File: src/rtl/mm2st_s2l_if.sv
// Bundles the control, RAM-read and Avalon-ST source signals of mm2st_s2l.
// The master modport is the streamer's view; slave is the view of whatever surrounds it.
interface mm2st_s2l_if #(
  parameter int unsigned ADDR_W = 9
);
  logic              start;
  logic [9:0]        len;
  logic              busy;
  logic              done;
  logic [ADDR_W-1:0] mm_address;
  logic              mm_chipselect;
  logic              mm_clken;
  logic [15:0]       mm_readdata;
  logic [31:0]       st_data;
  logic              st_valid;
  logic              st_ready;
  logic              st_startofpacket;
  logic              st_endofpacket;
  logic [1:0]        st_empty;

  modport master (
    input  start, len, mm_readdata, st_ready,
    output busy, done, mm_address, mm_chipselect, mm_clken,
           st_data, st_valid, st_startofpacket, st_endofpacket, st_empty
  );

  modport slave (
    output start, len, mm_readdata, st_ready,
    input  busy, done, mm_address, mm_chipselect, mm_clken,
           st_data, st_valid, st_startofpacket, st_endofpacket, st_empty
  );
endinterface

File: src/rtl/mm2st_s2l.sv
// Streams a 16-bit word RAM buffer out as an Avalon-ST packet, two words per 32-bit beat.
// Reads are throttled so the 4-word FIFO plus outstanding reads never exceed its depth.
module mm2st_s2l #(
  parameter int unsigned ADDR_W  = 9,
  parameter int unsigned MAX_LEN = 512
) (
  input  logic          clk,
  input  logic          rst,
  mm2st_s2l_if.master   bus
);

  localparam int unsigned PL_W  = ADDR_W + 1;
  localparam int unsigned DEPTH = 4;
  localparam int unsigned CNT_W = 3;

  typedef enum logic [1:0] {S_IDLE, S_READ, S_DRAIN, S_DONE} state_t;

  state_t            r_state, w_state_n;
  logic [15:0]       r_mem [DEPTH];
  logic [1:0]        r_wr_ptr, r_rd_ptr;
  logic [CNT_W-1:0]  r_cnt;
  logic              r_rd_v;
  logic              r_cs;
  logic [ADDR_W-1:0] r_mm_address;
  logic [ADDR_W-1:0] r_last;
  logic [PL_W-1:0]   r_pop_left;
  logic              r_first;
  logic [31:0]       r_st_data;
  logic              r_st_valid, r_st_sop, r_st_eop;
  logic [1:0]        r_st_empty;
  logic              r_busy, r_done;

  logic [31:0]       w_len_clip;
  logic              w_hs, w_eop_hs, w_take2, w_load, w_issue;
  logic [CNT_W-1:0]  w_pop, w_cnt_n;

  // Next-state, read issue and beat-load decisions.
  always_comb begin
    w_state_n  = r_state;
    w_issue    = 1'b0;
    w_len_clip = (32'(bus.len) > 32'(MAX_LEN)) ? 32'(MAX_LEN) : 32'(bus.len);
    w_hs       = r_st_valid && bus.st_ready;
    w_eop_hs   = w_hs && r_st_eop;
    w_take2    = (r_pop_left != PL_W'(1));
    w_load     = (!r_st_valid || bus.st_ready) && (r_pop_left != '0) &&
                 ((r_cnt >= CNT_W'(2)) || ((r_cnt != '0) && !w_take2));
    w_pop      = w_load ? (w_take2 ? CNT_W'(2) : CNT_W'(1)) : '0;
    w_cnt_n    = r_cnt + CNT_W'(r_rd_v) - w_pop;

    case (r_state)
      S_IDLE: begin
        if (bus.start && (bus.len != '0)) begin
          w_state_n = S_READ;
          w_issue   = 1'b1;
        end
      end
      S_READ: begin
        // mm_address only ever holds issued addresses, so reaching r_last means all reads are out
        if (r_mm_address == r_last) w_state_n = S_DRAIN;
        else if ((w_cnt_n + CNT_W'(r_cs)) < CNT_W'(DEPTH)) w_issue = 1'b1;
      end
      S_DRAIN: if (w_eop_hs) w_state_n = S_DONE;
      S_DONE:  w_state_n = S_IDLE;
      default: w_state_n = S_IDLE;
    endcase
  end

  always_ff @(posedge clk or posedge rst) begin
    if (rst) r_state <= S_IDLE;
    else     r_state <= w_state_n;
  end

  // FIFO storage needs no reset; pointers and count define its contents.
  always_ff @(posedge clk) begin
    if (r_rd_v) r_mem[r_wr_ptr] <= bus.mm_readdata;
  end

  always_ff @(posedge clk or posedge rst) begin
    if (rst) begin
      r_wr_ptr     <= '0;
      r_rd_ptr     <= '0;
      r_cnt        <= '0;
      r_rd_v       <= 1'b0;
      r_cs         <= 1'b0;
      r_mm_address <= '0;
      r_last       <= '0;
      r_pop_left   <= '0;
      r_first      <= 1'b0;
      r_st_data    <= '0;
      r_st_valid   <= 1'b0;
      r_st_sop     <= 1'b0;
      r_st_eop     <= 1'b0;
      r_st_empty   <= '0;
      r_busy       <= 1'b0;
      r_done       <= 1'b0;
    end else begin
      r_busy <= (w_state_n != S_IDLE);
      r_done <= (r_state == S_DRAIN) && w_eop_hs;
      r_cs   <= w_issue;
      r_rd_v <= r_cs;
      if (w_issue)
        r_mm_address <= (r_state == S_IDLE) ? '0 : r_mm_address + ADDR_W'(1);
      if (r_rd_v) r_wr_ptr <= r_wr_ptr + 2'd1;
      r_rd_ptr <= r_rd_ptr + 2'(w_pop);
      r_cnt    <= w_cnt_n;

      if ((r_state == S_IDLE) && (w_state_n == S_READ)) begin
        r_last     <= ADDR_W'(w_len_clip - 32'd1);
        r_pop_left <= PL_W'(w_len_clip);
        r_first    <= 1'b1;
      end else if (w_load) begin
        r_pop_left <= r_pop_left - (w_take2 ? PL_W'(2) : PL_W'(1));
        r_first    <= 1'b0;
      end

      // A lone trailing word goes high with zero padding below it.
      if (w_load) begin
        r_st_data  <= w_take2 ? {r_mem[r_rd_ptr], r_mem[r_rd_ptr + 2'd1]}
                              : {r_mem[r_rd_ptr], 16'h0000};
        r_st_valid <= 1'b1;
        r_st_sop   <= r_first;
        r_st_eop   <= (r_pop_left <= PL_W'(2));
        r_st_empty <= w_take2 ? 2'd0 : 2'd2;
      end else if (w_hs) begin
        r_st_valid <= 1'b0;
        r_st_sop   <= 1'b0;
        r_st_eop   <= 1'b0;
        r_st_empty <= 2'd0;
      end
    end
  end

  assign bus.busy             = r_busy;
  assign bus.done             = r_done;
  assign bus.mm_address       = r_mm_address;
  assign bus.mm_chipselect    = r_cs;
  assign bus.mm_clken         = r_cs;
  assign bus.st_data          = r_st_data;
  assign bus.st_valid         = r_st_valid;
  assign bus.st_startofpacket = r_st_sop;
  assign bus.st_endofpacket   = r_st_eop;
  assign bus.st_empty         = r_st_empty;

endmodule

File: src/flat_wrapper.sv
// flat-port wrapper written by rule: the top's interface ports become plain ports
module mm2st_s2l_flat 
#(
  parameter int unsigned ADDR_W  = 9,
  parameter int unsigned MAX_LEN = 512
)
  (clk, rst, bus_start, bus_len, bus_mm_readdata, bus_st_ready, bus_busy, bus_done, bus_mm_address, bus_mm_chipselect, bus_mm_clken, bus_st_data, bus_st_valid, bus_st_startofpacket, bus_st_endofpacket, bus_st_empty);
  mm2st_s2l_if #(.ADDR_W(ADDR_W)) bus_i ();
  input  logic clk;
  input  logic rst;
  input wire logic [$bits(bus_i.start)-1:0] bus_start;
  input wire logic [$bits(bus_i.len)-1:0] bus_len;
  input wire logic [$bits(bus_i.mm_readdata)-1:0] bus_mm_readdata;
  input wire logic [$bits(bus_i.st_ready)-1:0] bus_st_ready;
  output wire logic [$bits(bus_i.busy)-1:0] bus_busy;
  output wire logic [$bits(bus_i.done)-1:0] bus_done;
  output wire logic [$bits(bus_i.mm_address)-1:0] bus_mm_address;
  output wire logic [$bits(bus_i.mm_chipselect)-1:0] bus_mm_chipselect;
  output wire logic [$bits(bus_i.mm_clken)-1:0] bus_mm_clken;
  output wire logic [$bits(bus_i.st_data)-1:0] bus_st_data;
  output wire logic [$bits(bus_i.st_valid)-1:0] bus_st_valid;
  output wire logic [$bits(bus_i.st_startofpacket)-1:0] bus_st_startofpacket;
  output wire logic [$bits(bus_i.st_endofpacket)-1:0] bus_st_endofpacket;
  output wire logic [$bits(bus_i.st_empty)-1:0] bus_st_empty;
  assign bus_i.start = bus_start;
  assign bus_i.len = bus_len;
  assign bus_i.mm_readdata = bus_mm_readdata;
  assign bus_i.st_ready = bus_st_ready;
  assign bus_busy = bus_i.busy;
  assign bus_done = bus_i.done;
  assign bus_mm_address = bus_i.mm_address;
  assign bus_mm_chipselect = bus_i.mm_chipselect;
  assign bus_mm_clken = bus_i.mm_clken;
  assign bus_st_data = bus_i.st_data;
  assign bus_st_valid = bus_i.st_valid;
  assign bus_st_startofpacket = bus_i.st_startofpacket;
  assign bus_st_endofpacket = bus_i.st_endofpacket;
  assign bus_st_empty = bus_i.st_empty;
  mm2st_s2l #(.ADDR_W(ADDR_W), .MAX_LEN(MAX_LEN)) u_core (.clk(clk), .rst(rst), .bus(bus_i));
endmodule
File: config.mk
export PLATFORM = sky130hd
export DESIGN_NAME = mm2st_s2l_flat
export DESIGN_NICKNAME = d
export VERILOG_FILES = /design/src/rtl/mm2st_s2l_if.sv /design/src/rtl/mm2st_s2l.sv /design/src/flat_wrapper.sv
export SDC_FILE = /design/constraint.sdc
export NUM_CORES = 1
export LEC_CHECK = 0
export CAP_MARGIN = 10
export CORE_ASPECT_RATIO = 0.8
export CORE_MARGIN = 10
export CORE_UTILIZATION = 55
export CTS_CLUSTER_DIAMETER = 80
export CTS_CLUSTER_SIZE = 25
export DETAILED_ROUTE_END_ITERATION = 6
export PLACE_DENSITY = 0.87
export REMOVE_ABC_BUFFERS = 1
export SLEW_MARGIN = 10
export SYNTH_ARGS = -nofsm -noshare
export SYNTH_HDL_FRONTEND = slang
export SYNTH_SLANG_ARGS = --single-unit
export TNS_END_PERCENT = 10
File: constraint.sdc
create_clock -name clk -period 4.4 [get_ports clk]
set_input_delay 0.88 -clock clk [delete_from_list [all_inputs] [get_ports clk]]
set_output_delay 0.88 -clock clk [all_outputs]
set_load 0.03 [all_outputs]
==> run metrics <==
ys flop type=dfrtp_1; Hold Slack=0.476 ns; Gates resized, CTS repair=0; number of unique standard cell types used by synthesis=58; gr ovfl total=0; placed cell area=0.00746 mm2; Die Wd=143 um; post-route design area=0.00812 mm2; crit-path max cell delay=0.60 ns; io pins=80; Final Max Slew Viols=0; die area=0.0168 mm2; Clock Latency Late Sink=0.42 ns; CP top delay family=simple AND/OR/NAND/NOR gates; Ys Warns=0; CP Capture Type=flop; cells on worst reg2reg path=12; port buffer count=78; fin util=69.7%; Top cell by count, worst path=or4_4; fraction of registers with async set/reset=54.9%; final hold vios=0; Cell Pwr Density=374 mW/mm2; CTS root buf=clkbuf_16; Worst R2R End=u_core.bus.mm_address[4]$_DFFE_PP0P_; Yosys reg bits=142; commonest non-fill, non-tap cell in the layout=clkdlybuf4s50_1; Critical Path Source Type=flop; via count=4694; capture point of the worst path=u_core.bus.mm_address[4]$_DFFE_PP0P_; Cells after Synth=566; Relative slew margins=25.7%; Die Y=118 um; first-pass GRT wire length=24100 um; post-CTS setup buffer count=0; area of the multi-input gates=0.00252 mm2; worst setup margin=0.204 ns; sequential area share after synthesis=58.6%; CP arrival=4.54 ns; fmax=238 MHz; worst hold stages=2; Hold WC Path Type=flop to flop; critical path startpoint=u_core.r_pop_left[5]$_DFFE_PP0P_; Tmin final=4.20 ns; WL final=15000 um; Leak Pwr=0.00312 uW; Placement Setup Slack=0.198 ns; initial core utilization=56.8%; DRC=0; area of the core=0.0116 mm2; # hold bufs at CTS=0; register area=0.00387 mm2; Worst Path Buf+Inv=1; initial antenna violation count=0; clock-pin slew on the worst setup and hold paths=0.06 ns; R2R setup slack=0.20 ns; vias in the first global route=4705; M1 GR Usage=21.9%; number of stages on the worst setup path=12; Final ANT Viol Nets=0; drt pass-1 iters=7; clk sinks=142; GRT Util Overall=18.0%; met2 Use GR=29.6%; Post-Syn Area=0.00662 mm2; share of post-route cells with drive strength above 1=11.0%; crit path kind=flop to flop; Most Crowded Layer GR=met2; peak supply drop=0.308 mV; Rows=35; Worst path slowest cell=or4_4; CTS Buf Count=17; Layout Nets=681; CP Cell Sequence=or4_4, or4_4, and3_4, nand2b_1, ha_1, fa_1, xnor3_1, xor2_2, o311ai_0, buf_4, nor3_1, mux2i_1; mean post-synth cell area=11.7 um2; Post-synth EDFFs=64; Ant. Diodes=0; DP HPWL=9870 um; drt initial violations=417; Final Setup Violations=0; status=complete, no violations; Worst Max-Slew Pin Slew=1.11 ns; Worst EP required=4.74 ns; pin count of the biggest net entering global routing=74; Final Skew=0.00829 ns; Routability Congestion=0.931; Area Growth Syn to Fin=22.8%; met3 global-route usage=3.55%; CTS tree=done; wire per inst=18.8 um; Critical Path Fanout Max=11; CTS Buffer Depth=2; fin crit share=95.4%; Vias/cell=5.87; H-tree depth=4; fillers=765; max cap viols=0; R2R Path Start=u_core.r_pop_left[5]$_DFFE_PP0P_; most frequent cells in the layout=clkdlybuf4s50_1 (78), dfrtp_1 (77), edfxtp_1 (64), nand2_1 (63), nor2_1 (48)
kinds of logic (layout without fill, tap and decap cells):
| group | after synthesis | after routing | synth area share [%] |
|---|---|---|---|
| muxes | 50 | 50 | 7.87 |
| other | 1 | 1 | 0.0567 |
| AOI/OAI and AO/OA | 119 | 119 | 11.1 |
| xor gates and xnor gates | 29 | 29 | 4.05 |
| and+or+nand+nor | 170 | 170 | 12.3 |
| DFF | 142 | 142 | 58.6 |
| buffers and inverters | 43 | 129 | 3.50 |
| adders and majority gates | 12 | 12 | 2.50 |
cell usage after synthesis (2+ instances only):
cell type  count  area, um2
a31oi_1        4       25.0
o31ai_1       19        143
or4_4          3       33.8
xnor2_1       16        140
a2111oi_0      2       17.5
o311ai_0       3       26.3
dfrtp_1       78       1950
inv_1         11       41.3
fa_1           2       40.0
clkbuf_8       2       27.5
edfxtp_1      64       1920
buf_4          2       15.0
nand2_1       63        236
a21oi_1       37        185
nand3_1       15       75.1
a31o_2         2       17.5
nor2_1        48        180
nor3_1         6       30.0
o21ai_0       38        190
mux2i_1       34        340
nor4_1         2       12.5
nand2b_1       4       25.0
nand3b_1       2       15.0
buf_2          8       40.0
buf_6          2       22.5
xor2_1        12        105
nand4_1        7       43.8
mux2_2        16        180
clkbuf_1      15       56.3
or3_1          2       12.5
and2_1         5       31.3
o211ai_1       4       30.0
ha_1          10        125
nor2b_1        4       25.0
state kept, by name (all words and copies together) (netlist names):
name	count
u_core.r_mem	64
u_core.bus.st_data	32
u_core.r_pop_left	10
u_core.bus.mm_address	9
u_core.r_last	9
u_core.r_cnt	3
u_core.r_rd_ptr	2
u_core.r_state	2
u_core.r_wr_ptr	2
u_core.bus.busy	1
u_core.bus.done	1
u_core.bus.mm_chipselect	1
u_core.bus.st_empty	1
u_core.bus.st_endofpacket	1
u_core.bus.st_startofpacket	1
u_core.bus.st_valid	1
u_core.r_first	1
u_core.r_rd_v	1
tightest hold or removal path, stage by stage, from the launching register on:
cell     delay (ns)
dfrtp_1        0.34
nand2_1        0.05
o21ai_0        0.06
power breakdown:
part	leakage [uW]	internal, uW	switching (uW)
Combinational	0.00116	30.7	39.7
Sequential	0.00165	1390	0.0000000000000368
Clock	0.000306	1020	558
layout make-up:
type                    count  share of cell area (%)
repair buffers             86                    10.4
inverters                  11                   0.524
well taps                 148                    2.28
flip-flops and latches    142                    47.7
multi-input cells         381                    31.1
clock buffers              18                    5.41
clock inverters            14                    2.65
worst min path at each step:
stage / slack [ns] / startpoint / to
floorplan: 0.47 / u_core.r_last[1]$_DFFE_PP0P_ / u_core.r_last[1]$_DFFE_PP0P_
global placement: 0.46 / u_core.bus.st_data[15]$_DFFE_PP0P_ / u_core.bus.st_data[15]$_DFFE_PP0P_
detailed placement: 0.47 / u_core.bus.st_data[31]$_DFFE_PP0P_ / u_core.bus.st_data[31]$_DFFE_PP0P_
CTS: 0.48 / u_core.bus.st_data[31]$_DFFE_PP0P_ / u_core.bus.st_data[31]$_DFFE_PP0P_
global route: 0.50 / u_core.bus.st_data[6]$_DFFE_PP0P_ / u_core.bus.st_data[6]$_DFFE_PP0P_
finish: 0.48 / u_core.bus.st_data[31]$_DFFE_PP0P_ / u_core.bus.st_data[31]$_DFFE_PP0P_
per-stage QoR:
step                      std cells  total power [uW]  TNS (ns)
after CTS                       800              3050         0
after floorplan                 534              1440     -5.19
after global routing            800              3110   -0.0139
after global placement          768              1480         0
final                           800              3040         0
after detailed placement        768              1480         0
per-layer routing:
layer | up-vias | share of wire [%]
li1 | 2189 | -
met1 | 2281 | 41
met3 | 40 | 6.5
met2 | 184 | 50
met5 | - | 0
met4 | 0 | 2.9
Note: power is estimated with default switching activity, not from simulation.
